[src/rtl/clock_gate_array.sv]
// clock_gate_array: per-channel latch-based clock gates with hold-off drain.
// Each channel runs an OFF/ON/DRAIN FSM that keeps its clock alive HOLD cycles.
module clock_gate_array #(
    parameter int NUM_CH = 4,
    parameter int HOLD   = 4
) (
    input  logic                            clock,
    input  logic                            reset_n,
    input  logic                            te,
    input  logic [NUM_CH-1:0]               en,
    input  logic [NUM_CH-1:0]               force_off,
    output logic [NUM_CH-1:0]               gclk,
    output logic [NUM_CH-1:0]               ch_on,
    output logic [$clog2(NUM_CH+1)-1:0]     num_on,
    output logic                            all_off
);

    localparam int NW = $clog2(NUM_CH + 1);
    localparam int CW = (HOLD > 0) ? $clog2(HOLD + 1) : 1;
    localparam logic [CW-1:0] LOAD = CW'((HOLD > 0) ? HOLD - 1 : 0);

    typedef enum logic [1:0] {
        S_OFF,
        S_ON,
        S_DRAIN
    } state_t;

    state_t            state_q [NUM_CH];
    state_t            state_d [NUM_CH];
    logic [CW-1:0]     cnt_q   [NUM_CH];
    logic [CW-1:0]     cnt_d   [NUM_CH];
    logic [NUM_CH-1:0] req;
    logic [NUM_CH-1:0] on_d;
    logic [NW-1:0]     num_d;
    logic [NUM_CH-1:0] ce;
    logic [NUM_CH-1:0] ce_lat;

    assign req = en & ~force_off;

    // Next-state logic for every channel; force_off beats any request.
    always_comb begin
        for (int i = 0; i < NUM_CH; i++) begin
            state_d[i] = state_q[i];
            cnt_d[i]   = cnt_q[i];
            if (force_off[i]) begin
                state_d[i] = S_OFF;
                cnt_d[i]   = '0;
            end else begin
                unique case (state_q[i])
                    S_OFF: begin
                        if (req[i]) state_d[i] = S_ON;
                    end
                    S_ON: begin
                        if (!req[i]) begin
                            if (HOLD > 0) begin
                                state_d[i] = S_DRAIN;
                                cnt_d[i]   = LOAD;
                            end else begin
                                state_d[i] = S_OFF;
                            end
                        end
                    end
                    S_DRAIN: begin
                        if (req[i]) begin
                            state_d[i] = S_ON;
                            cnt_d[i]   = '0;
                        end else if (cnt_q[i] == '0) begin
                            state_d[i] = S_OFF;
                        end else begin
                            cnt_d[i] = cnt_q[i] - 1'b1;
                        end
                    end
                    default: begin
                        state_d[i] = S_OFF;
                        cnt_d[i]   = '0;
                    end
                endcase
            end
        end
    end

    // Status derived from next state so it lines up with the FSM registers.
    always_comb begin
        num_d = '0;
        for (int i = 0; i < NUM_CH; i++) begin
            on_d[i] = (state_d[i] != S_OFF);
            num_d   = num_d + NW'(on_d[i]);
        end
    end

    // FSM, counter and status registers.
    always_ff @(posedge clock or negedge reset_n) begin
        if (!reset_n) begin
            for (int i = 0; i < NUM_CH; i++) begin
                state_q[i] <= S_OFF;
                cnt_q[i]   <= '0;
            end
            ch_on   <= '0;
            num_on  <= '0;
            all_off <= 1'b1;
        end else begin
            for (int i = 0; i < NUM_CH; i++) begin
                state_q[i] <= state_d[i];
                cnt_q[i]   <= cnt_d[i];
            end
            ch_on   <= on_d;
            num_on  <= num_d;
            all_off <= (num_d == '0);
        end
    end

    // ch_on mirrors state != OFF, so it serves as the FSM part of the enable.
    assign ce = {NUM_CH{te}} | ch_on;

    // Enable latch: open while clock is low, closed while it is high.
    always_latch begin
        if (!reset_n) begin
            ce_lat <= '0;
        end else if (!clock) begin
            ce_lat <= ce;
        end
    end

    assign gclk = {NUM_CH{clock}} & ce_lat;

endmodule
[config.mk]
export PLATFORM = sky130hd
export DESIGN_NAME = clock_gate_array
export DESIGN_NICKNAME = d
export VERILOG_FILES = /design/src/rtl/clock_gate_array.sv
export SDC_FILE = /design/constraint.sdc
export NUM_CORES = 1
export LEC_CHECK = 0
export ABC_AREA = 1
export CORE_UTILIZATION = 30
export CTS_BUF_LIST = sky130_fd_sc_hd__clkbuf_2
export DETAILED_ROUTE_END_ITERATION = 16
export GPL_TIMING_DRIVEN = 0
export PLACE_DENSITY = 0.45
export SYNTH_ARGS = -nofsm -noshare
export SYNTH_HDL_FRONTEND = slang
export SYNTH_SLANG_ARGS = --single-unit
[constraint.sdc]
create_clock -name clock -period 2.4 [get_ports clock]
set_clock_uncertainty 0.15 [all_clocks]
set_input_delay 0.48 -clock clock [delete_from_list [all_inputs] [get_ports clock]]
set_output_delay 0.48 -clock clock [all_outputs]
set_load 0.01 [all_outputs]
=== Yosys cells after proc, flatten, opt, wreduce, memory -nomap -nowiden ===
Cells that the tools add are included.

* Word-level logic and storage cells: 111
* Bits in registers: 28
* Bits in latches: 4
* Output and inout bits: 12

* Add/subtract/negate cells: 7
* Equality and inequality tests: 20
* Reductions and logical operators: 17
* Muxes and demuxes: 48
* Bitwise operators: 4

{| class="wikitable"
|+ Operators with widths
! cell !! number
|-
| $mux 3 || 16
|-
| $mux 2 || 20
|-
| $pmux 3 s3 || 4
|-
| $pmux 2 s3 || 4
|-
| $mux 4 || 4
|-
| $ne 4x4->1 const B || 4
|-
| $logic_not 3->1 || 5
|-
| $ne 3x3->1 const B || 4
|-
| $reduce_and 3->1 || 4
|-
| $sub 3x1->3 const B || 4
|-
| $and 4x4->4 || 2
|-
| $eq 2x1->1 const B || 4
|-
| $eq 2x2->1 const B || 4
|-
| $logic_not 2->1 || 4
|-
| $ne 2x2->1 const B || 4
|-
| $reduce_bool 2->1 || 4
|-
| $not 4->4 || 1
|-
| $or 4x4->4 || 1
|-
| $add 2x1->3 || 1
|-
| $add 3x1->3 || 1
|-
| $add 1x1->2 || 1
|}

=== Logic depth before layout (Yosys ltp) ===
Gate-level depths: netlist (run 1).

* Depth after elaboration: 10
* Gate-level depth with buffers: 13
* Gate-level depth less buffers: 13

==> results of run 1 <==
==> worst min path at each step <==
stage | start | endpoint | slack (ns) | depth (start not counted)
floorplan | reset_n | clock gate | -0.87 | 0
global placement | cnt_q[4] | cnt_q[4] | 0.32 | 2
finish | reset_n | all_off | 0.35 | 2
global route | reset_n | all_off | 0.30 | 2
detailed placement | reset_n | clock gate | -0.50 | 1
CTS | reset_n | all_off | 0.32 | 2
==> metrics by stage <==
stage	area (um2)	instances	TNS, ns	util
6_report	2980	468	-1.70	0.429
2_1_floorplan	2210	311	0	-
3_3_place_gp	2550	429	-8.24	0.367
5_1_grt	2980	468	-2.22	0.429
3_5_place_dp	2540	429	-4.13	0.366
4_1_cts	2900	467	-1.90	0.417
==> cell families (layout without fill, tap and decap cells) <==
| logic type | after synthesis | in the layout |
|---|---|---|
| buf+inv | 79 | 140 |
| simple gates | 143 | 143 |
| fa+ha+maj | 27 | 27 |
| latches | 4 | 4 |
| compound gates | 30 | 30 |
| flops | 28 | 28 |
==> worst reg2reg max path: cells and delay by family, from the launching register on <==
| kind | cells | cell delay [ns] |
|---|---|---|
| simple gates | 4 | 0.30 |
| compound gates | 1 | 0.14 |
| flops | 1 | 0.50 |
| buf+inv | 2 | 0.19 |
| fa+ha+maj | 4 | 1.05 |
==> cell usage in the layout, fill, tap and decap left out, types with 2 or more instances in the layout <==
cell type | synthesis | final
o21ai_1 | 11 | 12
dlxtp_1 | 4 | 4
dfrtp_2 | 0 | 2
dfrtp_1 | 27 | 25
nor2_2 | 0 | 2
a21oi_1 | 9 | 7
ha_1 | 26 | 11
inv_1 | 69 | 62
clkdlybuf4s50_1 | 0 | 17
buf_6 | 0 | 3
ha_2 | 0 | 8
nor2_1 | 31 | 29
nand2_2 | 9 | 18
nand3_2 | 2 | 3
ha_4 | 0 | 7
buf_2 | 0 | 5
buf_4 | 0 | 8
clkbuf_2 | 0 | 22
a21oi_2 | 0 | 2
dlygate4sd3_1 | 0 | 2
nand3_1 | 30 | 29
nand4_1 | 3 | 3
o21ai_0 | 6 | 4
o21ai_2 | 1 | 2
a21oi_4 | 2 | 2
inv_2 | 10 | 18
nand2_1 | 66 | 57
buf_12 | 0 | 2
==> sequential cells by signal, summed over array words and instances (netlist names) <==
name / count
cnt_q: 12
all_off: 1
num_on: 3
ch_on: 4
state_q: 8
ce_lat: 4
==> layer usage <==
layer | GRT usage | routed length, um
met1 | 0.187 | 2440
met2 | 0.234 | 2240
met3 | 0.0697 | 160
met4 | 0.0596 | 20
met5 | 0 | 0
==> final cells by class <==
cell class	instances	share of cell area
Clock inverter	6	0.0164
Clock buffer	26	0.0437
Multi-Input combinational cell	200	0.438
Inverter	75	0.0945
Sequential cell	32	0.257
Tap cell	96	0.0403
Timing Repair Buffer	33	0.110
==> report_power, final <==
group          leakage, nW  total [mW]  switching (mW)  internal, mW
clock                0.174       0.652           0.286         0.367
sequential           0.397       0.637          0.0564         0.581
combinational         1.08       0.621           0.335         0.286
==> what timing repair did <==
action                                  CTS  global route
hold buffers                              4             0
endpoints found under the hold margin    28             0
endpoints found under the setup margin   11            11
buffers inserted                         10             1
pin swaps                                10             7
gates resized for setup                  45            23
==> metrics.txt, run 1 <==
status finished, violations left; violated checks negative setup slack; Worst Path Arrival 2.20 ns; Worst Reg2Reg Path Length in Cells 11; Final #Nets 410; Setup WS post-layout -0.432 ns; share of layout cells above drive strength 1 0.290; total of max-cap violations 0; clock slew at reported path FFs 0.26 ns; post-DR wirelength/cell 10.4 um; Async SR Flop Fraction 0.875; critical path class latch to output pin; final hold slack 0.346 ns; 1st-pass router iterations 6; Max VDD drop 337 uV; leakage power 1.65 nW; Hold Violations, Final 0; Worst path depth 3; Antenna diodes 0; Crit Path Max Fanout 1; setup violators final 8; flop2flop setup slack 0.02 ns; crit path launch ce_lat[2]; RSZ-0062 raised after global routing true; min-delay worst type input port to async pin; estimated wirelength of the detail-placed design 3320 um; main combinational cell family by area after synthesis simple AND/OR/NAND/NOR gates; gr usage total 0.153; Die Ht 87.8 um; Die Wd 87.8 um; Buf/Inv on CP 2; Setup crit start kind latch; Synth Area in Adders 0.156; vias per inst 4.20; Crit path required time 1.77 ns; pwr dens 641 nW/um2; mux contribution to synthesized area 0; reg2reg end all_off; # rows 30; XOR/XNOR Fraction of Synth Area 0; CTS tree built; Remaining Overflow, GRT 0; final wirelength 4860 um; Port Buffers 22; total area of sequential cells 764 um2; gpl congestion 0.758; drt first-iter violations 57; Layout area overhead 35.0%; Worst Tran Pin Value 0.297 ns; worst skew pair latency 0.47 ns; Synth Cell Area 2210 um2; Post-Syn Instances 311; CP endpoint gclk[2]; Initial Util 0.318; FF+latch count, synth 32; Top FF cell, synth dfrtp_1; compound-gate portion of the synthesized area 0.0810; leading area contributor after synthesis dfrtp_1; R2R Path Start state_q[7]; top-area cell type share of the netlist area 0.306; via count 1965; Fillers 747; Syn Area/Cell 7.10 um2; count leader, synth inv_1; pre-CTS WS -0.619 ns; Die ar. 7710 um2; first-pass GRT wire length 8930 um; Slowest cell on crit path dlxtp_1; top post-synthesis cells by area dfrtp_1, ha_1, inv_1; Tot Pwr 1.91 mW; Slew Viols, Final 0; largest net degree at the start of global routing 29; post-synth cell types 21; Residual DRC 0; Post-synth EDFFs 0; Max-slew headroom 0.801; endpoint type of the worst setup path output pin; multi-input logic area 1310 um2; final antenna-violating net count 0; initial antenna violation count 0; vias in the first global route 2087; top post-synthesis cells by count inv_1, nand2_1, nor2_1; post-synthesis simple-gate area fraction 0.283; Yosys Warn Count 0; family with the most delay on the worst path latches; Cell Chain, Critical Path nand2_1 > inv_1 > buf_2; CP max stage delay 0.31 ns; Core ar. 6940 um2; Post-Syn Nets 349; Top Ports 23
Power figures use the tool's default switching activity.
==> run 2: changes to the inputs <==
--- a/config.mk
+++ b/config.mk
@@ -6,11 +6,11 @@
 export NUM_CORES = 1
 export LEC_CHECK = 0
 export ABC_AREA = 1
-export CORE_UTILIZATION = 30
-export CTS_BUF_LIST = sky130_fd_sc_hd__clkbuf_2
+export CORE_MARGIN = 2
+export CORE_UTILIZATION = 20
 export DETAILED_ROUTE_END_ITERATION = 16
 export GPL_TIMING_DRIVEN = 0
-export PLACE_DENSITY = 0.45
+export PLACE_DENSITY_LB_ADDON = 0.15
 export SYNTH_ARGS = -nofsm -noshare
 export SYNTH_HDL_FRONTEND = slang
 export SYNTH_SLANG_ARGS = --single-unit
==> constraint.sdc (replaced) <==
create_clock -name clock -period 3.1 [get_ports clock]
set_clock_uncertainty 0.15 [all_clocks]
set_input_delay 0.62 -clock clock [delete_from_list [all_inputs] [get_ports clock]]
set_output_delay 0.62 -clock clock [all_outputs]
set_load 0.01 [all_outputs]
==> run 2 against run 1 <==
  * The run still ends with negative setup slack left
  * Flip-flop and latch count unchanged
  * Sequential power is 24% lower
  * Sequential share of layout area increased by 0.15 points
  * Register-to-register slack improved by 0.39 ns
  * Non-clock buffer count down 13
  * Global-route usage is 5.0 points lower
  * Hold slack lost 0.33 ns
  * Power shrank 0.84%
  * Utilization fell by 16 points
  * Wire length up 2.9%
  * Final cell count rose by 6.4%
  * Combinational power down 34%
==> metrics.txt, run 2 (synthesized netlist as in run 1, its figures left out) <==
commonest non-fill, non-tap cells in the layout inv_1, nand2_1, nor2_1, nand3_1, dfrtp_1; Worst Reg2Reg Path Length in Cells 11; worst skew pair latency 0.50 ns; # rows 38; Setup WS post-layout -0.290 ns; 1st-pass router iterations 4; Crit path required time 2.33 ns; GRT Max-Usage Layer met2; flop2flop setup slack 0.41 ns; Setup crit start kind latch; Remaining Overflow, GRT 0; # placed instances 473; CP max stage delay 0.32 ns; Initial Util 0.205; Cell Chain, Critical Path nand2_2 > inv_2 > buf_6; Max VDD drop 268 uV; Top Ports 23; Die ar. 11900 um2; final wirelength 5000 um; gr usage total 0.102; TNS Setup -1.11 ns; vias per inst 3.91; estimated wirelength of the detail-placed design 3670 um; GR Util met3 0.0592; endpoint type of the worst setup path output pin; largest net degree at the start of global routing 31; leakage power 1.65 nW; clock slew at reported path FFs 0.11 ns; Final #Nets 396; Slew Viols, Final 0; initial antenna violation count 0; via count 1946; total of max-cap violations 0; Residual DRC 0; post-DR wirelength/cell 10.0 um; RSZ-0062 raised after global routing true; critical path class latch to output pin; non-filler cells, final 498; final antenna-violating net count 0; met1 usage 0.108; vias in the first global route 2029; Antenna diodes 0; Core ar. 10800 um2; CTS tree built; Max-slew headroom 0.515; Die Wd 109 um; share of layout cells above drive strength 1 0.162; Worst Tran Pin Value 0.727 ns; Tot Pwr 1.89 mW; Worst Path Arrival 2.62 ns; setup violators final 8; Crit Path Max Fanout 1; GR Util met2 0.141; Largest Register cnt_q; pwr dens 642 nW/um2; Hold Violations, Final 0; Layout area overhead 33.7%; final hold slack 0.0132 ns; CP endpoint gclk[2]; min-delay worst type input port to async pin; top flop regs cnt_q (12), state_q (8); Die Ht 109 um; crit path launch ce_lat[2]; gpl congestion 0.738; reg2reg end all_off; Port Buffers 22; status finished, violations left; drt first-iter violations 75; most common cell after layout, fill and taps aside inv_1; max reg flops 12; Slowest cell on crit path dlxtp_1; first-pass GRT wire length 8670 um; violated checks negative setup slack; R2R Path Start state_q[6]
## run 2: cell types whose count changed in the layout (fill, tap and decap cells not counted), moves of 7 or more
cell      previous run  this run
buf_4                8         0
ha_2                 8         0
clkbuf_8             0        21
ha_4                 7         0
nand2_1             57        64
ha_1                11        26
nand2_2             18        11
clkbuf_2            22         0
## run 2: worst min path at each step
stage | from | endpoint | slack [ns] | depth (start not counted)
3_3_place_gp | reset_n | clock gate | 0.27 | 1
2_1_floorplan | reset_n | clock gate | -1.08 | 0
4_1_cts | reset_n | cnt_q[5] | 0.04 | 1
6_report | reset_n | cnt_q[5] | 0.01 | 1
5_1_grt | reset_n | cnt_q[5] | 0.05 | 1
3_5_place_dp | reset_n | clock gate | -0.68 | 1
## run 2: cell type report
type / count / area (um2)
Multi-Input combinational cell: 200 / 1150
Fill cell: 1210 / 7840
Sequential cell: 32 / 762
Clock buffer: 25 / 322
Timing Repair Buffer: 20 / 195
Inverter: 75 / 282
Clock inverter: 6 / 62.6
Tap cell: 140 / 175
## run 2: worst max-delay path, delay by kind of cell, from the launching register on
family,cells,cell delay [ns]
latches,1,0.32
buffers and inverters,2,0.14
AND/OR/NAND/NOR,1,0.07
## run 2: metal layers
layer | wire length, um | share of wire
met1 | 2330 | 0.47
met2 | 2300 | 0.46
met4 | 111 | 0.022
met3 | 258 | 0.052
met5 | 0 | 0
## run 2: what timing repair did
action,4_1_cts,5_1_grt
hold endpoints to repair,1,0
gates resized for setup,18,4
buffers inserted,0,0
pin swaps,2,2
hold buffers,2,0
setup endpoints to repair,8,8
## run 2: through the flow
stage	worst slack (ns)	util	area, um2
CTS	-0.342	0.272	2940
global route	-0.361	0.274	2950
floorplan	0.370	-	2210
global placement	-1.31	0.241	2600
detailed placement	-0.258	0.241	2600
finish	-0.290	0.274	2950
## run 2: where the power goes
part | switching [mW] | internal, mW
logic | 0.238 | 0.174
registers | 0.0380 | 0.448
clock network | 0.290 | 0.706
==> run 3: changes to the inputs <==
--- a/config.mk
+++ b/config.mk
@@ -6,9 +6,12 @@
 export NUM_CORES = 1
 export LEC_CHECK = 0
 export ABC_AREA = 1
+export ABC_CLOCK_PERIOD_IN_PS = 3100
 export CORE_MARGIN = 2
 export CORE_UTILIZATION = 20
+export CTS_BUF_LIST = sky130_fd_sc_hd__clkbuf_4 sky130_fd_sc_hd__clkbuf_8
 export DETAILED_ROUTE_END_ITERATION = 16
+export GPL_ROUTABILITY_DRIVEN = 0
 export GPL_TIMING_DRIVEN = 0
 export PLACE_DENSITY_LB_ADDON = 0.15
 export SYNTH_ARGS = -nofsm -noshare
==> results of run 3 <==
No change in the layout: final DEF, timing and power equal those of run 2.
